===== src/rtl/sdram_pkg.sv =====
// Shared definitions for the SDRAM command arbiter.
// Contents:
//   CMD_*     5-bit SDRAM commands, encoded {CKE,CS_N,RAS_N,CAS_N,WE_N}
//   ADDR_A10  address with A10 set (selects all banks for PRECHARGE)
//   arb_state_e  arbiter state encoding
package sdram_pkg;

  localparam logic [4:0] CMD_NOP   = 5'b10111;
  localparam logic [4:0] CMD_ACT   = 5'b10011;
  localparam logic [4:0] CMD_READ  = 5'b10101;
  localparam logic [4:0] CMD_WRITE = 5'b10100;
  localparam logic [4:0] CMD_PREC  = 5'b10010;
  localparam logic [4:0] CMD_AREF  = 5'b10001;
  localparam logic [4:0] CMD_MRS   = 5'b10000;

  localparam logic [11:0] ADDR_A10 = 12'h400;

  typedef enum logic [2:0] {
    ST_INIT,
    ST_IDLE,
    ST_WRITE,
    ST_READ,
    ST_REF_PRE,
    ST_REF_WAIT_P,
    ST_REF_AREF,
    ST_REF_WAIT_R
  } arb_state_e;

endpackage


===== src/rtl/sdram_arbiter_if.sv =====
// Bus bundle between the SDRAM command arbiter and its neighbours
// (init sequencer, write/read sequencers, SDRAM pins).
// Modports:
//   master - arbiter side: consumes init/write/read command sources,
//            drives start pulses, the pin bus, busy and ack_err
//   slave  - the opposite view, used by the sequencers / a test bench
interface sdram_arbiter_if;

  logic        init_done;
  logic [4:0]  init_cmd;
  logic [11:0] init_addr;

  logic        wr_req;
  logic        write_en;
  logic        write_ack;
  logic [4:0]  write_cmd;
  logic [11:0] write_addr;

  logic        rd_req;
  logic        read_en;
  logic        read_ack;
  logic [4:0]  read_cmd;
  logic [11:0] read_addr;

  logic [4:0]  sdram_cmd;
  logic [11:0] sdram_addr;
  logic        busy;
  logic        ack_err;

  modport master (
    input  init_done, init_cmd, init_addr,
    input  wr_req, write_ack, write_cmd, write_addr,
    input  rd_req, read_ack, read_cmd, read_addr,
    output write_en, read_en, sdram_cmd, sdram_addr, busy, ack_err
  );

  modport slave (
    output init_done, init_cmd, init_addr,
    output wr_req, write_ack, write_cmd, write_addr,
    output rd_req, read_ack, read_cmd, read_addr,
    input  write_en, read_en, sdram_cmd, sdram_addr, busy, ack_err
  );

endinterface


===== src/rtl/sdram_ref_timer.sv =====
// Auto-refresh interval timer.
// Ports:
//   S_CLK, RST_N  clock, asynchronous active-low reset
//   hold_i        keep the counter at zero (arbiter still in INIT)
//   clr_i         refresh has been issued; drop the pending request
//   ref_pend_o    a refresh is owed
// The counter runs 0..REF_PERIOD-1 and sets ref_pend on wrap. Missed
// refreshes are not accumulated, and a wrap coinciding with clr_i keeps
// the request pending.
module sdram_ref_timer #(
  parameter int unsigned REF_PERIOD = 780
) (
  input  logic S_CLK,
  input  logic RST_N,
  input  logic hold_i,
  input  logic clr_i,
  output logic ref_pend_o
);

  localparam int unsigned CW = (REF_PERIOD > 1) ? $clog2(REF_PERIOD) : 1;

  logic [CW-1:0] ref_cnt_q, ref_cnt_d;
  logic          ref_pend_q, ref_pend_d;
  logic          wrap;

  always_comb begin
    wrap       = 1'b0;
    ref_cnt_d  = ref_cnt_q;
    ref_pend_d = ref_pend_q;
    if (hold_i) begin
      ref_cnt_d = '0;
    end else if (ref_cnt_q == CW'(REF_PERIOD - 1)) begin
      ref_cnt_d = '0;
      wrap      = 1'b1;
    end else begin
      ref_cnt_d = ref_cnt_q + CW'(1);
    end
    if (wrap) begin
      ref_pend_d = 1'b1;
    end else if (clr_i) begin
      ref_pend_d = 1'b0;
    end
  end

  always_ff @(posedge S_CLK or negedge RST_N) begin
    if (!RST_N) begin
      ref_cnt_q  <= '0;
      ref_pend_q <= 1'b0;
    end else begin
      ref_cnt_q  <= ref_cnt_d;
      ref_pend_q <= ref_pend_d;
    end
  end

  assign ref_pend_o = ref_pend_q;

endmodule


===== src/rtl/sdram_arbiter.sv =====
// SDRAM command arbiter: sits between the init/write/read sequencers and
// the SDRAM pins, owns auto-refresh timing and the single command bus.
// Ports:
//   S_CLK, RST_N  clock, asynchronous active-low reset
//   bus           sdram_arbiter_if.master (init, write and read sources,
//                 write_en/read_en start pulses, sdram_cmd/sdram_addr,
//                 busy = not IDLE, sticky ack_err on ack timeout)
// Build option: define ARB_ROUND_ROBIN_EN to alternate write/read grants
// when both request together; otherwise write has fixed priority.
// Pin outputs are registered from the current state, so the bus shows the
// command chosen in the previous cycle (one cycle of pass-through latency).
module sdram_arbiter
  import sdram_pkg::*;
#(
  parameter int unsigned REF_PERIOD  = 780,
  parameter int unsigned TRP         = 2,
  parameter int unsigned TRFC        = 7,
  parameter int unsigned ACK_TIMEOUT = 64
) (
  input logic             S_CLK,
  input logic             RST_N,
  sdram_arbiter_if.master bus
);

  // One counter serves the ack timeout and both refresh waits.
  localparam int unsigned CNT_MAX =
    (ACK_TIMEOUT > TRFC) ? ((ACK_TIMEOUT > TRP) ? ACK_TIMEOUT : TRP)
                         : ((TRFC > TRP) ? TRFC : TRP);
  localparam int unsigned CNT_W = $clog2(CNT_MAX + 1);

  arb_state_e        state_q, state_d;
  logic [CNT_W-1:0]  cnt_q, cnt_d;
  logic [4:0]        cmd_q, cmd_d;
  logic [11:0]       addr_q, addr_d;
  logic              wen_q, wen_d;
  logic              ren_q, ren_d;
  logic              ack_err_q, ack_err_d;
  logic              ref_pend;
  logic              grant_wr, grant_rd;

  sdram_ref_timer #(
    .REF_PERIOD (REF_PERIOD)
  ) u_ref_timer (
    .S_CLK      (S_CLK),
    .RST_N      (RST_N),
    .hold_i     (state_q == ST_INIT),
    .clr_i      (state_q == ST_REF_AREF),
    .ref_pend_o (ref_pend)
  );

`ifdef ARB_ROUND_ROBIN_EN
  // 1 = the last grant went to the write sequencer; resets to "read".
  logic last_wr_q;

  always_ff @(posedge S_CLK or negedge RST_N) begin
    if (!RST_N) begin
      last_wr_q <= 1'b0;
    end else if (wen_d) begin
      last_wr_q <= 1'b1;
    end else if (ren_d) begin
      last_wr_q <= 1'b0;
    end
  end

  assign grant_wr = bus.wr_req && (!bus.rd_req || !last_wr_q);
`else
  assign grant_wr = bus.wr_req;
`endif
  assign grant_rd = bus.rd_req && !grant_wr;

  always_comb begin
    state_d   = state_q;
    cnt_d     = '0;
    cmd_d     = CMD_NOP;
    addr_d    = ADDR_A10;
    wen_d     = 1'b0;
    ren_d     = 1'b0;
    ack_err_d = ack_err_q;
    unique case (state_q)
      ST_INIT: begin
        cmd_d  = bus.init_cmd;
        addr_d = bus.init_addr;
        if (bus.init_done) state_d = ST_IDLE;
      end
      ST_IDLE: begin
        if (ref_pend) begin
          state_d = ST_REF_PRE;
        end else if (grant_wr) begin
          state_d = ST_WRITE;
          wen_d   = 1'b1;
        end else if (grant_rd) begin
          state_d = ST_READ;
          ren_d   = 1'b1;
        end
      end
      ST_WRITE: begin
        cmd_d  = bus.write_cmd;
        addr_d = bus.write_addr;
        if (bus.write_ack) begin
          state_d = ST_IDLE;
        end else if (cnt_q == CNT_W'(ACK_TIMEOUT - 1)) begin
          state_d   = ST_IDLE;
          ack_err_d = 1'b1;
        end else begin
          cnt_d = cnt_q + CNT_W'(1);
        end
      end
      ST_READ: begin
        cmd_d  = bus.read_cmd;
        addr_d = bus.read_addr;
        if (bus.read_ack) begin
          state_d = ST_IDLE;
        end else if (cnt_q == CNT_W'(ACK_TIMEOUT - 1)) begin
          state_d   = ST_IDLE;
          ack_err_d = 1'b1;
        end else begin
          cnt_d = cnt_q + CNT_W'(1);
        end
      end
      ST_REF_PRE: begin
        cmd_d   = CMD_PREC;
        state_d = ST_REF_WAIT_P;
      end
      ST_REF_WAIT_P: begin
        if (cnt_q == CNT_W'(TRP - 1)) state_d = ST_REF_AREF;
        else                          cnt_d   = cnt_q + CNT_W'(1);
      end
      ST_REF_AREF: begin
        cmd_d   = CMD_AREF;
        state_d = ST_REF_WAIT_R;
      end
      ST_REF_WAIT_R: begin
        if (cnt_q == CNT_W'(TRFC - 1)) state_d = ST_IDLE;
        else                           cnt_d   = cnt_q + CNT_W'(1);
      end
      default: state_d = ST_INIT;
    endcase
  end

  always_ff @(posedge S_CLK or negedge RST_N) begin
    if (!RST_N) begin
      state_q   <= ST_INIT;
      cnt_q     <= '0;
      cmd_q     <= CMD_NOP;
      addr_q    <= ADDR_A10;
      wen_q     <= 1'b0;
      ren_q     <= 1'b0;
      ack_err_q <= 1'b0;
    end else begin
      state_q   <= state_d;
      cnt_q     <= cnt_d;
      cmd_q     <= cmd_d;
      addr_q    <= addr_d;
      wen_q     <= wen_d;
      ren_q     <= ren_d;
      ack_err_q <= ack_err_d;
    end
  end

  assign bus.write_en   = wen_q;
  assign bus.read_en    = ren_q;
  assign bus.sdram_cmd  = cmd_q;
  assign bus.sdram_addr = addr_q;
  assign bus.busy       = (state_q != ST_IDLE);
  assign bus.ack_err    = ack_err_q;

endmodule


===== src/flat_wrapper.sv =====
// flat-port wrapper written by rule: the top's interface ports become plain ports
module sdram_arbiter_flat import sdram_pkg::*;
#(
  parameter int unsigned REF_PERIOD  = 780,
  parameter int unsigned TRP         = 2,
  parameter int unsigned TRFC        = 7,
  parameter int unsigned ACK_TIMEOUT = 64
)
  (S_CLK, RST_N, bus_init_done, bus_init_cmd, bus_init_addr, bus_wr_req, bus_write_ack, bus_write_cmd, bus_write_addr, bus_rd_req, bus_read_ack, bus_read_cmd, bus_read_addr, bus_write_en, bus_read_en, bus_sdram_cmd, bus_sdram_addr, bus_busy, bus_ack_err);
  sdram_arbiter_if bus_i ();
  input logic S_CLK;
  input logic RST_N;
  input wire logic [$bits(bus_i.init_done)-1:0] bus_init_done;
  input wire logic [$bits(bus_i.init_cmd)-1:0] bus_init_cmd;
  input wire logic [$bits(bus_i.init_addr)-1:0] bus_init_addr;
  input wire logic [$bits(bus_i.wr_req)-1:0] bus_wr_req;
  input wire logic [$bits(bus_i.write_ack)-1:0] bus_write_ack;
  input wire logic [$bits(bus_i.write_cmd)-1:0] bus_write_cmd;
  input wire logic [$bits(bus_i.write_addr)-1:0] bus_write_addr;
  input wire logic [$bits(bus_i.rd_req)-1:0] bus_rd_req;
  input wire logic [$bits(bus_i.read_ack)-1:0] bus_read_ack;
  input wire logic [$bits(bus_i.read_cmd)-1:0] bus_read_cmd;
  input wire logic [$bits(bus_i.read_addr)-1:0] bus_read_addr;
  output wire logic [$bits(bus_i.write_en)-1:0] bus_write_en;
  output wire logic [$bits(bus_i.read_en)-1:0] bus_read_en;
  output wire logic [$bits(bus_i.sdram_cmd)-1:0] bus_sdram_cmd;
  output wire logic [$bits(bus_i.sdram_addr)-1:0] bus_sdram_addr;
  output wire logic [$bits(bus_i.busy)-1:0] bus_busy;
  output wire logic [$bits(bus_i.ack_err)-1:0] bus_ack_err;
  assign bus_i.init_done = bus_init_done;
  assign bus_i.init_cmd = bus_init_cmd;
  assign bus_i.init_addr = bus_init_addr;
  assign bus_i.wr_req = bus_wr_req;
  assign bus_i.write_ack = bus_write_ack;
  assign bus_i.write_cmd = bus_write_cmd;
  assign bus_i.write_addr = bus_write_addr;
  assign bus_i.rd_req = bus_rd_req;
  assign bus_i.read_ack = bus_read_ack;
  assign bus_i.read_cmd = bus_read_cmd;
  assign bus_i.read_addr = bus_read_addr;
  assign bus_write_en = bus_i.write_en;
  assign bus_read_en = bus_i.read_en;
  assign bus_sdram_cmd = bus_i.sdram_cmd;
  assign bus_sdram_addr = bus_i.sdram_addr;
  assign bus_busy = bus_i.busy;
  assign bus_ack_err = bus_i.ack_err;
  sdram_arbiter #(.REF_PERIOD(REF_PERIOD), .TRP(TRP), .TRFC(TRFC), .ACK_TIMEOUT(ACK_TIMEOUT)) u_core (.S_CLK(S_CLK), .RST_N(RST_N), .bus(bus_i));
endmodule

===== config.mk =====
export PLATFORM = sky130hd
export DESIGN_NAME = sdram_arbiter_flat
export DESIGN_NICKNAME = d
export VERILOG_FILES = /design/src/rtl/sdram_pkg.sv /design/src/rtl/sdram_arbiter_if.sv /design/src/rtl/sdram_ref_timer.sv /design/src/rtl/sdram_arbiter.sv /design/src/flat_wrapper.sv
export SDC_FILE = /design/constraint.sdc
export NUM_CORES = 1
export LEC_CHECK = 0
export BUFFER_PORTS_ARGS = -buffer_cell sky130_fd_sc_hd__buf_2
export CAP_MARGIN = 20
export CELL_PAD_IN_SITES_DETAIL_PLACEMENT = 1
export CELL_PAD_IN_SITES_GLOBAL_PLACEMENT = 1
export CORE_ASPECT_RATIO = 0.7
export CORE_MARGIN = 4
export CORE_UTILIZATION = 36
export CTS_CLUSTER_DIAMETER = 60
export DETAILED_ROUTE_END_ITERATION = 10
export GPL_ROUTABILITY_DRIVEN = 0
export HOLD_SLACK_MARGIN = 0.08
export PLACE_DENSITY = 0.74
export SYNTH_ARGS = -nofsm -noshare
export SYNTH_HDL_FRONTEND = slang
export SYNTH_HIERARCHICAL = 1
export SYNTH_SLANG_ARGS = --single-unit
export TNS_END_PERCENT = 20

===== constraint.sdc =====
create_clock -name S_CLK -period 2.1 [get_ports S_CLK]
set_input_delay 0.21 -clock S_CLK [delete_from_list [all_inputs] [get_ports S_CLK]]
set_output_delay 0.21 -clock S_CLK [all_outputs]
set_load 0.02 [all_outputs]

==> impl_metrics.json <==
{
  "status": "completed",
  "synth_top_area_cell": "dfrtp_1",
  "grt_use_total_pct": 17.3,
  "tritoncts": "built",
  "setup_tns_ns": 0,
  "hold_viol_final": 0,
  "ios": 79,
  "synth_compound_area_share_pct": 15.3,
  "slew_violations": 0,
  "clock-skew-final_ns": 0.00452,
  "areaGrowthSynthToFinish_pct": 28.0,
  "initial_core_util_pct": 37.3,
  "drt_wl_total_um": 5940,
  "clk_latency_ns": 0.29,
  "powerDensity_nw_per_um2": 1230,
  "grt_use_met1_pct": 21.9,
  "yosys_warnings": 6,
  "avgSynthCellArea_um2": 10.1,
  "clock.fmax_ghz": 0.530,
  "die_x_um": 100,
  "synth_edf_count": 0,
  "crit_arrival_ns": 2.11,
  "cts_buffer_depth": 2,
  "synth_top_cell_area_share_pct": 42.2,
  "synth_xor_area_share_pct": 2.87,
  "synth_top_family_by_area": "simple AND/OR/NAND/NOR gates",
  "vias": 1894,
  "firstDrtPassIters": 4,
  "leakage_nw": 1.34,
  "synthAdderAreaFrac_pct": 2.34,
  "rsz0062_at_grt": "no",
  "cts_max_level": 2,
  "synthMuxAreaShare_pct": 7.73,
  "die_h_um": 72.5,
  "ys_seq_area_share_pct": 48.3,
  "layout_commonest_cell": "buf_2",
  "cts_root_buf": "clkbuf_8",
  "crit_buf_inv": 1,
  "setup_viol": 0,
  "maxCapViolations": 0,
  "cpMaxStageDelayCell": "nor2_1",
  "ys_async_sr_fraction_pct": 100,
  "slew-limit-headroom_pct": 42.1,
  "period_needed_ns": 1.89,
  "core_um2": 5730,
  "drive_gt1_share_pct": 38.8,
  "syn_area_um2": 2140,
  "synth-simple-area-share_pct": 19.6,
  "nNetsFinal": 355,
  "r2r_setup_slack_ns": 0.21,
  "met2_usage_pct": 28.6,
  "hpwl_um": 4600,
  "port_buffers": 78,
  "ys_types": 50,
  "cts_inserted_buffers": 5,
  "criticalPathCategory": "reg -> reg",
  "clk_pin_slew_ns": 0.08,
  "critPathMaxFanout": 13,
  "grt_pass1_wl_um": 9910,
  "antenna_found_initial": 0,
  "antenna_cells": 0,
  "hold_path.class": "in -> reg",
  "post-route-period-util_pct": 89.8,
  "max_stage_delay_ns": 0.67,
  "drc": 0,
  "initialDrtViolationCount": 67,
  "crit_chain": "buf_4 > nor2_1 > a22oi_1 > nor2_1",
  "vias_per_cell": 5.13,
  "use_met3_pct": 5.86,
  "ir_drop_mv": 0.443,
  "cp-start-kind": "flip-flop",
  "synth_ff_type": "dfrtp_1",
  "rows": 23,
  "layout_common_cells": "78 x buf_2, 36 x dfrtp_1, 31 x nor2_1, 13 x nand2_1, 13 x a22oi_1",
  "post-route-util_pct": 47.8,
  "synth_seq_cells": 41,
  "grt_overflow": 0,
  "worstMarginPinSlew_ns": 0.866,
  "synth_nets": 274,
  "grt_pass1_vias": 2040,
  "top_usage_layer": "met2",
  "yosys-top-cells-area": "dfrtp_1 42%, dfstp_2 6.1%, nor2_1 5.4%, a22oi_1 4.6%, mux2_1 3.2%",
  "die_area_um2": 7250,
  "cp.required_ns": 2.32,
  "grt_max_degree": 17,
  "clock-sinks": 41,
  "wl_per_cell_um": 16.1,
  "end_kind": "flip-flop",
  "critical-path-top-delay-family": "simple AND/OR/NAND/NOR gates",
  "synthCells": 212,
  "final_antenna_net_count": 0,
  "crit_top_cell": "nor2_1"
}
[Yosys cell counts, types with 5 or more instances]
library cell	count
a21oi_1	11
mux2_2	6
mux2_1	6
nor2_1	31
dfrtp_1	36
nand3_1	7
a22oi_1	13
nand2_1	13
dfstp_2	5
o21ai_0	6
or3_1	5
[cells by family after synthesis]
| logic type | after synthesis |
|---|---|
| flops | 41 |
| simple gates | 79 |
| compound gates | 49 |
| buf+inv | 17 |
| xor+xnor | 7 |
| fa+ha+maj | 4 |
| mux | 15 |
[power by group]
group	switching, mW	internal, mW	leakage [nW]
logic	0.879	0.579	0.752
registers	0.190	1.07	0.526
clock network	0.267	0.388	0.0585
[per-layer routing]
metal | up-vias | wire length, µm
met1 | 916 | 2680
met5 | - | 0
met3 | 8 | 369
met2 | 54 | 2830
met4 | 0 | 51
li1 | 916 | -
[final timing paths]
| check | startpoint | endpoint | cells after the start |
|---|---|---|---|
| worst max register to register | u_core/state_q[0]$_DFFE_PN0P_ | u_core/bus.sdram_addr[2]$_DFF_PN0_ | 4 |
| worst min-delay path | bus_wr_req | u_core/bus.read_en$_DFF_PN0_ | 2 |
| worst min register to register | u_core/bus.ack_err$_DFFE_PN0P_ | u_core/bus.ack_err$_DFFE_PN0P_ | 1 |
| min in group asynchronous | RST_N | u_core/cnt_q[5]$_DFF_PN0_ | 2 |
| worst max-delay path | u_core/state_q[0]$_DFFE_PN0P_ | u_core/bus.sdram_addr[2]$_DFF_PN0_ | 4 |
| max in group asynchronous | RST_N | u_core/bus.sdram_cmd[4]$_DFF_PN1_ | 3 |
[through the flow]
step	total power, mW	std cells	hold WS (ns)	setup slack, ns	instance area (µm²)
global route	3.65	369	0.134	0.0518	2740
global placement	2.70	360	0.132	0.352	2610
CTS	3.42	369	0.125	0.218	2740
finish	3.37	369	0.144	0.214	2740
detailed placement	2.74	360	0.131	0.237	2610
floorplan	2.28	212	-0.0856	0.529	2140
[registers in the layout, indices dropped and copies added (netlist names)]
signal                         count
u_core/bus.read_en                 1
u_core/bus.sdram_cmd               5
u_core/bus.write_en                1
u_core/cnt_q                       7
u_core/bus.sdram_addr             12
u_core/u_ref_timer/ref_pend_o      1
u_core/state_q                     3
u_core/u_ref_timer/ref_cnt_q      10
u_core/bus.ack_err                 1
[area by class of cell]
cell class | instances | area, µm²
clock buffers | 7 | 86.3
clock inverters | 1 | 30.0
fillers | 687 | 2990
inverters | 5 | 18.8
multi-input cells | 154 | 1020
flip-flops and latches | 41 | 1030
well taps | 75 | 93.8
repair buffers | 86 | 453
[timing repair]
action                                 in CTS  in global routing
resized for setup                           0                  0
hold buffers                                1                  0
endpoints found under the hold margin      10                  0
buffers inserted                            0                  0
Power figures use the tool's default switching activity.
